## src/rtl/nibble_serial_add_ctrl.sv

```systemverilog
// Sequencer that time-shares one external SLICE-bit combinational adder to perform
// a WIDTH-bit add/subtract one slice per clock, LSB slice first, with start/done handshake.
module nibble_serial_add_ctrl #(
  parameter int WIDTH = 16,
  parameter int SLICE = 4
) (
  input  logic             clk,
  input  logic             rst_n,
  input  logic             start,
  input  logic             sub,
  input  logic             cin,
  input  logic [WIDTH-1:0] a,
  input  logic [WIDTH-1:0] b,
  input  logic             done_ack,
  output logic             busy,
  output logic             done,
  output logic [WIDTH-1:0] result,
  output logic             cout,
  output logic             ovf,
  output logic             zero,
  output logic [SLICE-1:0] add_a,
  output logic [SLICE-1:0] add_b,
  output logic             add_cin,
  input  logic [SLICE-1:0] add_s,
  input  logic             add_cout
);

  localparam int NSLICE = WIDTH / SLICE;
  localparam int CNT_W  = (NSLICE > 1) ? $clog2(NSLICE) : 1;
  localparam logic [CNT_W-1:0] LAST = CNT_W'(NSLICE - 1);

  typedef enum logic [1:0] {S_IDLE, S_RUN, S_DONE} state_e;

  state_e             state_q, state_d;
  logic [CNT_W-1:0]   cnt_q, cnt_d;
  logic [WIDTH-1:0]   a_q, a_d;
  logic [WIDTH-1:0]   b_q, b_d;      // b already inverted for subtract
  logic               carry_q, carry_d;
  logic [WIDTH-1:0]   result_q, result_d;
  logic               cout_q, cout_d;
  logic               ovf_q, ovf_d;
  logic               zero_q, zero_d;
  logic               done_q, done_d;
  logic               busy_q, busy_d;

  always_comb begin
    // NOTE: every _d starts from its _q so no path leaves a variable unassigned (no latches).
    state_d  = state_q;
    cnt_d    = cnt_q;
    a_d      = a_q;
    b_d      = b_q;
    carry_d  = carry_q;
    result_d = result_q;
    cout_d   = cout_q;
    ovf_d    = ovf_q;
    zero_d   = zero_q;
    done_d   = done_q;
    busy_d   = busy_q;

    unique case (state_q)
      S_IDLE: begin
        if (start) begin
          a_d     = a;
          b_d     = sub ? ~b : b;
          carry_d = sub ? 1'b1 : cin;
          cnt_d   = '0;
          busy_d  = 1'b1;
          state_d = S_RUN;
        end
      end
      S_RUN: begin
        result_d[cnt_q*SLICE +: SLICE] = add_s;
        carry_d = add_cout;
        cnt_d   = cnt_q + 1'b1;
        if (cnt_q == LAST) begin
          cnt_d   = '0;
          cout_d  = add_cout;
          ovf_d   = (a_q[WIDTH-1] == b_q[WIDTH-1]) && (add_s[SLICE-1] != a_q[WIDTH-1]);
          zero_d  = (result_d == '0);
          done_d  = 1'b1;
          state_d = S_DONE;
        end
      end
      S_DONE: begin
        // A start on the ack edge is dropped; the next one is taken from IDLE.
        if (done_ack) begin
          done_d  = 1'b0;
          busy_d  = 1'b0;
          state_d = S_IDLE;
        end
      end
      default: state_d = S_IDLE;
    endcase
  end

  // NOTE: sequential state uses non-blocking assignments so all flops update together.
  always_ff @(posedge clk or negedge rst_n) begin
    if (!rst_n) begin
      state_q  <= S_IDLE;
      cnt_q    <= '0;
      a_q      <= '0;
      b_q      <= '0;
      carry_q  <= 1'b0;
      result_q <= '0;
      cout_q   <= 1'b0;
      ovf_q    <= 1'b0;
      zero_q   <= 1'b0;
      done_q   <= 1'b0;
      busy_q   <= 1'b0;
    end else begin
      state_q  <= state_d;
      cnt_q    <= cnt_d;
      a_q      <= a_d;
      b_q      <= b_d;
      carry_q  <= carry_d;
      result_q <= result_d;
      cout_q   <= cout_d;
      ovf_q    <= ovf_d;
      zero_q   <= zero_d;
      done_q   <= done_d;
      busy_q   <= busy_d;
    end
  end

  logic run;
  assign run     = (state_q == S_RUN);
  assign add_a   = run ? a_q[cnt_q*SLICE +: SLICE] : '0;
  assign add_b   = run ? b_q[cnt_q*SLICE +: SLICE] : '0;
  assign add_cin = run ? carry_q : 1'b0;

  assign busy   = busy_q;
  assign done   = done_q;
  assign result = result_q;
  assign cout   = cout_q;
  assign ovf    = ovf_q;
  assign zero   = zero_q;

endmodule

```

## config.mk

```make
export PLATFORM = sky130hd
export DESIGN_NAME = nibble_serial_add_ctrl
export DESIGN_NICKNAME = d
export VERILOG_FILES = /design/src/rtl/nibble_serial_add_ctrl.sv
export SDC_FILE = /design/constraint.sdc
export NUM_CORES = 1
export LEC_CHECK = 0
export BUFFER_PORTS_ARGS = -buffer_cell sky130_fd_sc_hd__buf_2
export CORE_MARGIN = 10
export CORE_UTILIZATION = 30
export CTS_CLUSTER_DIAMETER = 40
export CTS_CLUSTER_SIZE = 24
export DETAILED_ROUTE_END_ITERATION = 8
export HOLD_SLACK_MARGIN = 0.06
export PLACE_DENSITY = 0.47
export SLEW_MARGIN = 20
export SYNTH_ARGS = -nofsm -noshare
export SYNTH_HDL_FRONTEND = slang
export SYNTH_SLANG_ARGS = --single-unit
```

## constraint.sdc

```tcl
create_clock -name clk -period 4.7 [get_ports clk]
set_clock_uncertainty 0.1 [all_clocks]
set_input_delay 0.235 -clock clk [delete_from_list [all_inputs] [get_ports clk]]
set_output_delay 0.235 -clock clk [all_outputs]
set_load 0.01 [all_outputs]
```

==> flow_metrics.env, run 1 <==
export IMPL_outcome="finished clean"
export IMPL_cts_reportedPaths_clkPinSlew_ns=0.07
export IMPL_first_pass_iters=4
export IMPL_finalSetupViolCount=0
export IMPL_port_buffer_cells=72
export IMPL_cts_num_sinks=58
export IMPL_hold_path_class="in2reg"
export IMPL_final_area_um2=3697
export IMPL_remaining_drc_errors=0
export IMPL_crit_slowest_cell="sky130_fd_sc_hd__dfrtp_1"
export IMPL_number_of_antenna_violations_at_the_first_check_in_global_routing=0
export IMPL_synth_top_area_cell="sky130_fd_sc_hd__dfrtp_1"
export IMPL_period_needed_ns=2.503
export IMPL_htree_levels=3
export IMPL_routed_wl_um=7461
export IMPL_crit_required_ns=4.85
export IMPL_postSynthNetCount=341
export IMPL_first_iter_violations=129
export IMPL_detail_route_antenna_nets=0
export IMPL_grt_max_degree=59
export IMPL_syn_inst=292
export IMPL_cts_root_buf="sky130_fd_sc_hd__clkbuf_8"
export IMPL_final_period_utilization_pct=53.25
export IMPL_fin_tns_setup_ns=0
export IMPL_gr_total_overflow=0
export IMPL_maxSlewViolCount=0
export IMPL_crit_fanout=12
export IMPL_setup_worst_path_end_class="register"
export IMPL_yosysUniqueCellTypes=30
export IMPL_holdCritStartpoint="b[13]"
export IMPL_die_area_um2=13760
export IMPL_tritoncts_num_buffers=9
export IMPL_globalplace_congestion=0.7244
export IMPL_initial_util_pct=30.74
export IMPL_worstSkewPairLatency_ns=0.34
export IMPL_placedInstanceArea_um2=3313
export IMPL_whs_ns=0.07284
export IMPL_hold_viol_final=0
export IMPL_static_leakage_power_nw=1.792
export IMPL_dp_final_hpwl_um=5207
export IMPL_max_cap_violations=0
export IMPL_power_density_nw_per_um2=629.2
export IMPL_post_synth_cell_area_avg_um2=9.727
export IMPL_max_stage_delay_on_crit_path_ns=0.67
export IMPL_placement_rows=35
export IMPL_total_power_w=0.002326
export IMPL_die_width_um=117.3
export IMPL_ys_seq_area_share_pct=51.10
export IMPL_timing_critical_path_from_type="register"
export IMPL_core_area_um2=9240
export IMPL_timing_setup_critical_path_class="reg2reg"
export IMPL_fin_util_pct=40.01
export IMPL_critical_path_cell_chain="inv_1 > ha_1 > or3b_2 > nor3b_1 > or4_1 > o31ai_2"
export IMPL_yosysTopAreaCellShare_pct=51.10
export IMPL_drt_vias_per_instance=4.438
export IMPL_yosys_warnings=0
export IMPL_antennaDiodeCount=0
export IMPL_worst_r2r_startpoint="cnt_q[1]$_DFFE_PN0P_"
export IMPL_cts_root_to_sink_buffers=2
export IMPL_worst_slew_margin_rel_pct=39.24
export IMPL_grt_pass1_vias=2468
export IMPL_rsz0062_at_grt="no"
export IMPL_track_usage_pct=11.07
export IMPL_cts_tree="yes"
export IMPL_worstSetupStartpoint="cnt_q[1]$_DFFE_PN0P_"
export IMPL_die_height_um=117.3
export IMPL_synth_area_top_cells="sky130_fd_sc_hd__dfrtp_1 (51%), sky130_fd_sc_hd__nand2_1 (12%), sky130_fd_sc_hd__mux4_2 (6.3%), sky130_fd_sc_hd__o21ai_0 (5.5%), sky130_fd_sc_hd__xnor2_1 (4.9%)"
export IMPL_rrSetupSlack_ns=2.20
export IMPL_post_cts_resized=0
export IMPL_critical_path_arrival_ns=2.66
export IMPL_tightest_slew_ns=0.9104
export IMPL_num_nets_final=433
export IMPL_areaGrowthSynthToFinish_pct=30.18
export IMPL_flops_latches_synth=58
export IMPL_grt_first_pass_wirelength_um=12530
export IMPL_via_count=2299
export IMPL_timing_fmax_mhz=399.6
export IMPL_layout_cells_sized_above_1_pct=25.96
export IMPL_irDropWorstVdd_mv=0.2240
export IMPL_wl_per_cell_um=14.40
export IMPL_post_synth_instance_area_um2=2840
export IMPL_top_level_ports=73
export IMPL_cts_setup_buffers=0
[final timing paths]
| check | endpoint | cells past startpoint |
|---|---|---|
| setup reg to reg | zero$_DFFE_PN0P_ | 6 |
| setup / recovery | zero$_DFFE_PN0P_ | 6 |
| min in group asynchronous | busy$_DFFE_PN0P_ | 3 |
| hold reg to reg | a_q[11]$_DFFE_PN0P_ | 2 |
| max in group asynchronous | a_q[9]$_DFFE_PN0P_ | 3 |
| hold / removal | b_q[13]$_DFFE_PN0P_ | 3 |
[sequential cells by signal (all words and copies together) (netlist names), 2 cells and up]
register and count:
result 16, state_q 2, cnt_q 2, b_q 16, a_q 16
[stage by stage]
stage	setup WS, ns	cells
floorplan	2.346	292
global placement	2.292	480
detailed placement	2.196	480
CTS	2.174	518
global route	1.980	518
finish	2.197	518
[what timing repair did]
action                     in CTS  in global routing
setup endpoints to repair       0                  0
hold buffers                   22                  0
hold endpoints to repair       79                  0
[critical path, delay by kind of cell (launching register included)]
kind / cells / cell delay, ns
adders and majority gates: 1 / 0.49
buffers and inverters: 1 / 0.19
and+or+nand+nor: 3 / 0.78
AOI/OAI and AO/OA: 1 / 0.18
DFF: 1 / 0.67
[final cells by class]
cell class              instances  area [um^2]
fillers                       957         5543
flip-flops and latches         58         1451
multi-input cells             214         1306
repair buffers                 96        595.6
well taps                     129        161.4
clock buffers                  13        148.9
inverters                       5        18.77
clock inverters                 3        15.01
[cells by family after synthesis]
family          after synthesis  share of synthesized area [%]
buf+inv                      20                          3.084
xor+xnor                     16                          4.934
mux                          11                          7.489
fa+ha+maj                     6                          2.643
flops                        58                          51.10
compound gates               53                          11.06
simple gates                128                          19.69
[cells in the mapped netlist, drive strengths merged]
| master | number |
|---|---|
| mux4 | 8 |
| o21ai | 31 |
| o31ai | 4 |
| mux2 | 2 |
| nand3 | 5 |
| nand4b | 1 |
| a21oi | 7 |
| and3 | 3 |
| or3b | 2 |
| o211ai | 1 |
| ha | 6 |
| inv | 5 |
| a211oi | 1 |
| xnor2 | 16 |
| or4 | 1 |
| o22ai | 2 |
| dfrtp | 58 |
| nor4 | 4 |
| nor2 | 6 |
| buf | 6 |
| nor2b | 1 |
| nand2 | 93 |
| and2b | 1 |
| and2 | 9 |
| a22o | 7 |
| mux2i | 1 |
| clkbuf | 9 |
| nor3b | 2 |
[placed cells by master, fill, tap and decap left out, types with 7 or more instances in the layout]
master                          count
sky130_fd_sc_hd__dfrtp_1           58
sky130_fd_sc_hd__xnor2_1           16
sky130_fd_sc_hd__a22o_1             7
sky130_fd_sc_hd__clkbuf_8          10
sky130_fd_sc_hd__and2_1             9
sky130_fd_sc_hd__o21ai_0           31
sky130_fd_sc_hd__nand2_1           93
sky130_fd_sc_hd__dlygate4sd3_1     22
sky130_fd_sc_hd__mux4_2             8
sky130_fd_sc_hd__a21oi_1            7
sky130_fd_sc_hd__buf_2             72
[power by group]
| part | switching [W] | total [W] | internal, W |
|---|---|---|---|
| clock network | 0.000197 | 0.000400 | 0.000203 |
| registers | 0.000150 | 0.000875 | 0.000725 |
| logic | 0.000580 | 0.00105 | 0.000472 |
| total | 0.000926 | 0.00233 | 0.00140 |
[per-layer routing]
layer / share of wire (%) / vias up / track usage (%) / routed length (um)
met5: 0 / - / 0 / 0
met4: 1.6 / 0 / 4.695 / 121
li1: - / 1172 / - / -
met3: 4.9 / 11 / 3.549 / 363
met2: 42 / 65 / 15.59 / 3134
met1: 51 / 1051 / 15.08 / 3842
No activity file was read; power rests on OpenSTA's default activity.
==> inputs of run 2 (changes only) <==
PLACE_DENSITY = 0.49   (was 0.47)
clock period = 2.2 ns   (was 4.7 ns; I/O delays follow)
==> flow_metrics.env, run 2 (synthesis gave the netlist of run 1 again) <==
export IMPL_filler_cell_count=917
export IMPL_initial_util_pct=30.74
export IMPL_htree_levels=3
export IMPL_first_pass_iters=4
export IMPL_routed_wl_um=7658
export IMPL_drt_vias_per_instance=4.483
export IMPL_worst_slew_margin_rel_pct=69.17
export IMPL_die_area_um2=13760
export IMPL_crit_fanout=15
export IMPL_antennaDiodeCount=0
export IMPL_static_leakage_power_nw=1.910
export IMPL_dp_final_hpwl_um=5429
export IMPL_worstSkewPairLatency_ns=0.33
export IMPL_tritoncts_num_buffers=9
export IMPL_tightest_slew_ns=0.4624
export IMPL_total_power_w=0.005081
export IMPL_number_of_antenna_violations_at_the_first_check_in_global_routing=0
export IMPL_top_level_ports=73
export IMPL_max_cap_violations=0
export IMPL_remaining_drc_errors=0
export IMPL_gr_total_overflow=0
export IMPL_placement_rows=35
export IMPL_cts_setup_buffers=0
export IMPL_cts_num_sinks=58
export IMPL_irDropWorstVdd_mv=0.5084
export IMPL_fin_tns_setup_ns=0
export IMPL_final_common_cell="sky130_fd_sc_hd__nand2_1"
export IMPL_cts_root_to_sink_buffers=2
export IMPL_multiInputGateArea_um2=1306
export IMPL_setup_worst_path_end_class="primary output"
export IMPL_crit_required_ns=1.99
export IMPL_cts_tree="yes"
export IMPL_cts_reportedPaths_clkPinSlew_ns=0.06
export IMPL_hold_path_class="in2async"
export IMPL_track_usage_pct=11.61
export IMPL_post_cts_resized=0
export IMPL_die_height_um=117.3
export IMPL_fin_util_pct=42.71
export IMPL_dp_cells=487
export IMPL_port_buffer_cells=72
export IMPL_finalSetupViolCount=0
export IMPL_sequential_cell_area_um2=1451
export IMPL_mostFrequentLayoutCells="sky130_fd_sc_hd__nand2_1 (93), sky130_fd_sc_hd__buf_2 (72), sky130_fd_sc_hd__dfrtp_1 (58), sky130_fd_sc_hd__dlygate4sd3_1 (41), sky130_fd_sc_hd__o21ai_0 (31)"
export IMPL_critical_path_arrival_ns=1.77
export IMPL_final_period_utilization_pct=90.22
export IMPL_maxSlewViolCount=0
export IMPL_first_iter_violations=130
export IMPL_cts_root_buf="sky130_fd_sc_hd__clkbuf_8"
export IMPL_die_width_um=117.3
export IMPL_grt_first_pass_wirelength_um=13380
export IMPL_num_nets_final=459
export IMPL_wl_per_cell_um=14.10
export IMPL_timing_setup_critical_path_class="reg2out"
export IMPL_timing_fmax_mhz=503.8
export IMPL_areaGrowthSynthToFinish_pct=38.94
export IMPL_timing_critical_path_from_type="register"
export IMPL_rsz0062_at_grt="no"
export IMPL_period_needed_ns=1.985
export IMPL_outcome="finished clean"
export IMPL_grt_max_degree=52
export IMPL_via_count=2434
export IMPL_finalNonFillerCells=543
export IMPL_hold_buffers=41
export IMPL_grt_pass1_vias=2699
export IMPL_power_density_nw_per_um2=1288
export IMPL_detail_route_antenna_nets=0
export IMPL_core_area_um2=9240
export IMPL_hold_viol_final=0
export IMPL_layout_cells_sized_above_1_pct=26.33
export IMPL_globalplace_congestion=0.7721
run 2: power by group:
group / internal, W / leakage [nW] / switching (W) / total, W
sequential: 0.00155 / 0.738 / 0.000288 / 0.00184
clock: 0.000458 / 0.0920 / 0.000406 / 0.000864
combinational: 0.00110 / 1.08 / 0.00128 / 0.00238
total: 0.00311 / 1.91 / 0.00198 / 0.00508
run 2: cell type report:
type | count | area share (%)
clock inverters | 3 | 0.3805
well taps | 129 | 4.090
inverters | 5 | 0.4756
multi-input cells | 214 | 33.10
clock buffers | 12 | 3.932
flip-flops and latches | 58 | 36.78
repair buffers | 122 | 21.24
run 2: path summary, 6_finish.rpt:
| check | end | slack, ns | depth (start not counted) | from |
|---|---|---|---|---|
| max | add_a[3] | 0.22 | 4 | cnt_q[0]$_DFFE_PN0P_ |
| min in group clk | b_q[5]$_DFFE_PN0P_ | 0.23 | 3 | sub |
| min reg2reg | a_q[0]$_DFFE_PN0P_ | 0.37 | 2 | a_q[0]$_DFFE_PN0P_ |
| min | done$_DFFE_PN0P_ | 0.14 | 2 | rst_n |
| max reg2reg | carry_q$_DFFE_PN0P_ | 0.30 | 6 | state_q[1]$_DFFE_PN0P_ |
| max in group asynchronous | b_q[11]$_DFFE_PN0P_ | 1.16 | 3 | rst_n |
run 2: critical path, cell delays in order, from the launching register on:
cell and delay [ns]:
sky130_fd_sc_hd__dfrtp_1 0.36, sky130_fd_sc_hd__buf_4 0.24, sky130_fd_sc_hd__mux4_2 0.52, sky130_fd_sc_hd__and2_1 0.18, sky130_fd_sc_hd__buf_2 0.14
run 2: per-layer routing:
metal  wire length [um]  GRT usage, %
met2               3549         18.81
met5                  0             0
met1               3609         14.28
met3                423         4.029
met4                 76         3.052
run 2: stage by stage:
stage               area [um^2]  hold slack [ns]  setup WS (ns)
finish                     3946           0.1370         0.2151
global route               3946           0.1677         0.1064
CTS                        3946           0.1479         0.1810
detailed placement         3366         -0.03929         0.3329
global placement           3366         -0.03340         0.3578
floorplan                  2854          -0.2856       0.001475
==> inputs of run 3 (changes only) <==
REMOVE_ABC_BUFFERS = 1   (was default)
==> flow_metrics.env, run 3 (synthesis gave the netlist of run 1 again) <==
export IMPL_critical_path_arrival_ns=2.20
export IMPL_power_density_nw_per_um2=1327
export IMPL_final_period_utilization_pct=92.97
export IMPL_worstSkewPairLatency_ns=0.34
export IMPL_first_pass_iters=4
export IMPL_grt_first_pass_wirelength_um=13380
export IMPL_die_width_um=117.3
export IMPL_dp_final_hpwl_um=5477
export IMPL_timing_critical_path_buf_inv=1
export IMPL_finalSetupViolCount=0
export IMPL_crit_required_ns=2.35
export IMPL_drt_vias_per_instance=4.446
export IMPL_outcome="finished clean"
export IMPL_track_usage_pct=11.80
export IMPL_cts_tree="yes"
export IMPL_tritoncts_num_buffers=9
export IMPL_post_cts_resized=0
export IMPL_setup_worst_path_end_class="register"
export IMPL_grt_pass1_vias=2664
export IMPL_placement_rows=35
export IMPL_period_needed_ns=2.045
export IMPL_reg2reg_to="zero$_DFFE_PN0P_"
export IMPL_number_of_antenna_violations_at_the_first_check_in_global_routing=0
export IMPL_first_iter_violations=103
export IMPL_gr_total_overflow=0
export IMPL_remaining_drc_errors=0
export IMPL_core_area_um2=9240
export IMPL_num_nets_final=458
export IMPL_critical_path_cell_chain="inv_1 > ha_1 > or3b_2 > nor3b_1 > or4_1 > o31ai_2"
export IMPL_areaGrowthSynthToFinish_pct=40.40
export IMPL_max_stage_delay_on_crit_path_ns=0.54
export IMPL_layout_cells_sized_above_1_pct=26.33
export IMPL_depth_of_the_worst_register_to_register_path=6
export IMPL_filler_cell_count=912
export IMPL_via_count=2414
export IMPL_timing_setup_critical_path_class="reg2reg"
export IMPL_tightest_slew_ns=0.6182
export IMPL_mostFrequentLayoutCells="sky130_fd_sc_hd__nand2_1 (93), sky130_fd_sc_hd__buf_2 (72), sky130_fd_sc_hd__dfrtp_1 (58), sky130_fd_sc_hd__dlygate4sd3_1 (41), sky130_fd_sc_hd__o21ai_0 (31)"
export IMPL_whs_ns=0.1395
export IMPL_worst_slew_margin_rel_pct=58.74
export IMPL_hold_viol_final=0
export IMPL_die_area_um2=13760
export IMPL_port_buffer_cells=72
export IMPL_preCtsSetupSlack_ns=0.1933
export IMPL_timing_critical_path_from_type="register"
export IMPL_fin_ws_ns=0.1548
export IMPL_irDropWorstVdd_mv=0.4591
export IMPL_timing_fmax_mhz=488.9
export IMPL_routed_wl_um=7780
export IMPL_worst_r2r_startpoint="cnt_q[1]$_DFFE_PN0P_"
export IMPL_final_common_cell="sky130_fd_sc_hd__nand2_1"
export IMPL_cts_root_buf="sky130_fd_sc_hd__clkbuf_8"
export IMPL_initial_util_pct=30.74
export IMPL_rrSetupSlack_ns=0.15
export IMPL_cts_reportedPaths_clkPinSlew_ns=0.07
export IMPL_grt_max_degree=38
export IMPL_globalplace_congestion=0.7712
export IMPL_antennaDiodeCount=0
export IMPL_static_leakage_power_nw=1.922
export IMPL_top_level_ports=73
export IMPL_max_cap_violations=0
export IMPL_cp_delay_by_family_top="simple AND/OR/NAND/NOR gates"
export IMPL_cts_root_to_sink_buffers=2
export IMPL_htree_levels=3
export IMPL_rsz0062_at_grt="no"
export IMPL_cts_num_sinks=58
export IMPL_die_height_um=117.3
export IMPL_crit_fanout=10
export IMPL_detail_route_antenna_nets=0
export IMPL_wl_per_cell_um=14.33
export IMPL_maxSlewViolCount=0
export IMPL_crit_slowest_cell="sky130_fd_sc_hd__or4_1"
export IMPL_hold_path_class="in2async"
==> run 3: timing repair <==
| action | 4_1_cts | 5_1_grt |
|---|---|---|
| buffers inserted | 0 | 0 |
| hold buffers | 41 | 0 |
| hold endpoints to repair | 88 | 0 |
==> run 3: final cells by class <==
class	instances	area (um^2)	area share, %
inverter	5	18.77	0.4707
multi-input combinational	214	1306	32.76
tap	129	161.4	4.048
clock buffer	11	141.4	3.546
sequential	58	1451	36.40
clock inverter	5	77.57	1.945
timing repair buffer	121	830.8	20.83
==> run 3: through the flow <==
stage	utilization [%]	setup TNS (ns)	area (um^2)	total power (W)	instances
floorplan	-	-0.6388	2771	0.003300	277
global placement	36.34	0	3358	0.004152	486
detailed placement	36.34	0	3358	0.004183	486
CTS	43.16	0	3988	0.005374	543
global route	43.16	0	3988	0.005753	543
finish	43.16	0	3988	0.005293	543
==> run 3: how the worst max path moves through the flow <==
stage / from / cells after the start / endpoint / slack (ns)
after floorplan: cnt_q[0]$_DFFE_PN0P_ / 6 / zero$_DFFE_PN0P_ / -0.28
after global placement: cnt_q[0]$_DFFE_PN0P_ / 6 / zero$_DFFE_PN0P_ / 0.26
after detailed placement: cnt_q[1]$_DFFE_PN0P_ / 6 / zero$_DFFE_PN0P_ / 0.19
after CTS: cnt_q[0]$_DFFE_PN0P_ / 4 / add_a[3] / 0.12
after global routing: cnt_q[0]$_DFFE_PN0P_ / 4 / add_b[0] / 0.04
final: cnt_q[1]$_DFFE_PN0P_ / 6 / zero$_DFFE_PN0P_ / 0.15
==> run 3: layer usage <==
layer | global-route usage (%) | part of all wire, %
met5 | 0 | 0
met4 | 2.973 | 0.73
met3 | 4.844 | 5.6
met2 | 18.15 | 46
met1 | 14.91 | 47
==> run 3: power breakdown <==
| part | switching (W) | internal, W | leakage [nW] |
|---|---|---|---|
| Clock | 0.000442 | 0.000665 | 0.109 |
| Sequential | 0.000288 | 0.00155 | 0.738 |
| Combinational | 0.00129 | 0.00106 | 1.07 |
| Total | 0.00202 | 0.00328 | 1.92 |
==> run 3: worst reg2reg max path, delay by kind of cell (launching register included) <==
family,cells,cell delay [ns]
and+or+nand+nor,3,0.78
DFF,1,0.34
buffers and inverters,1,0.09
adders and majority gates,1,0.46
AOI/OAI and AO/OA,1,0.18
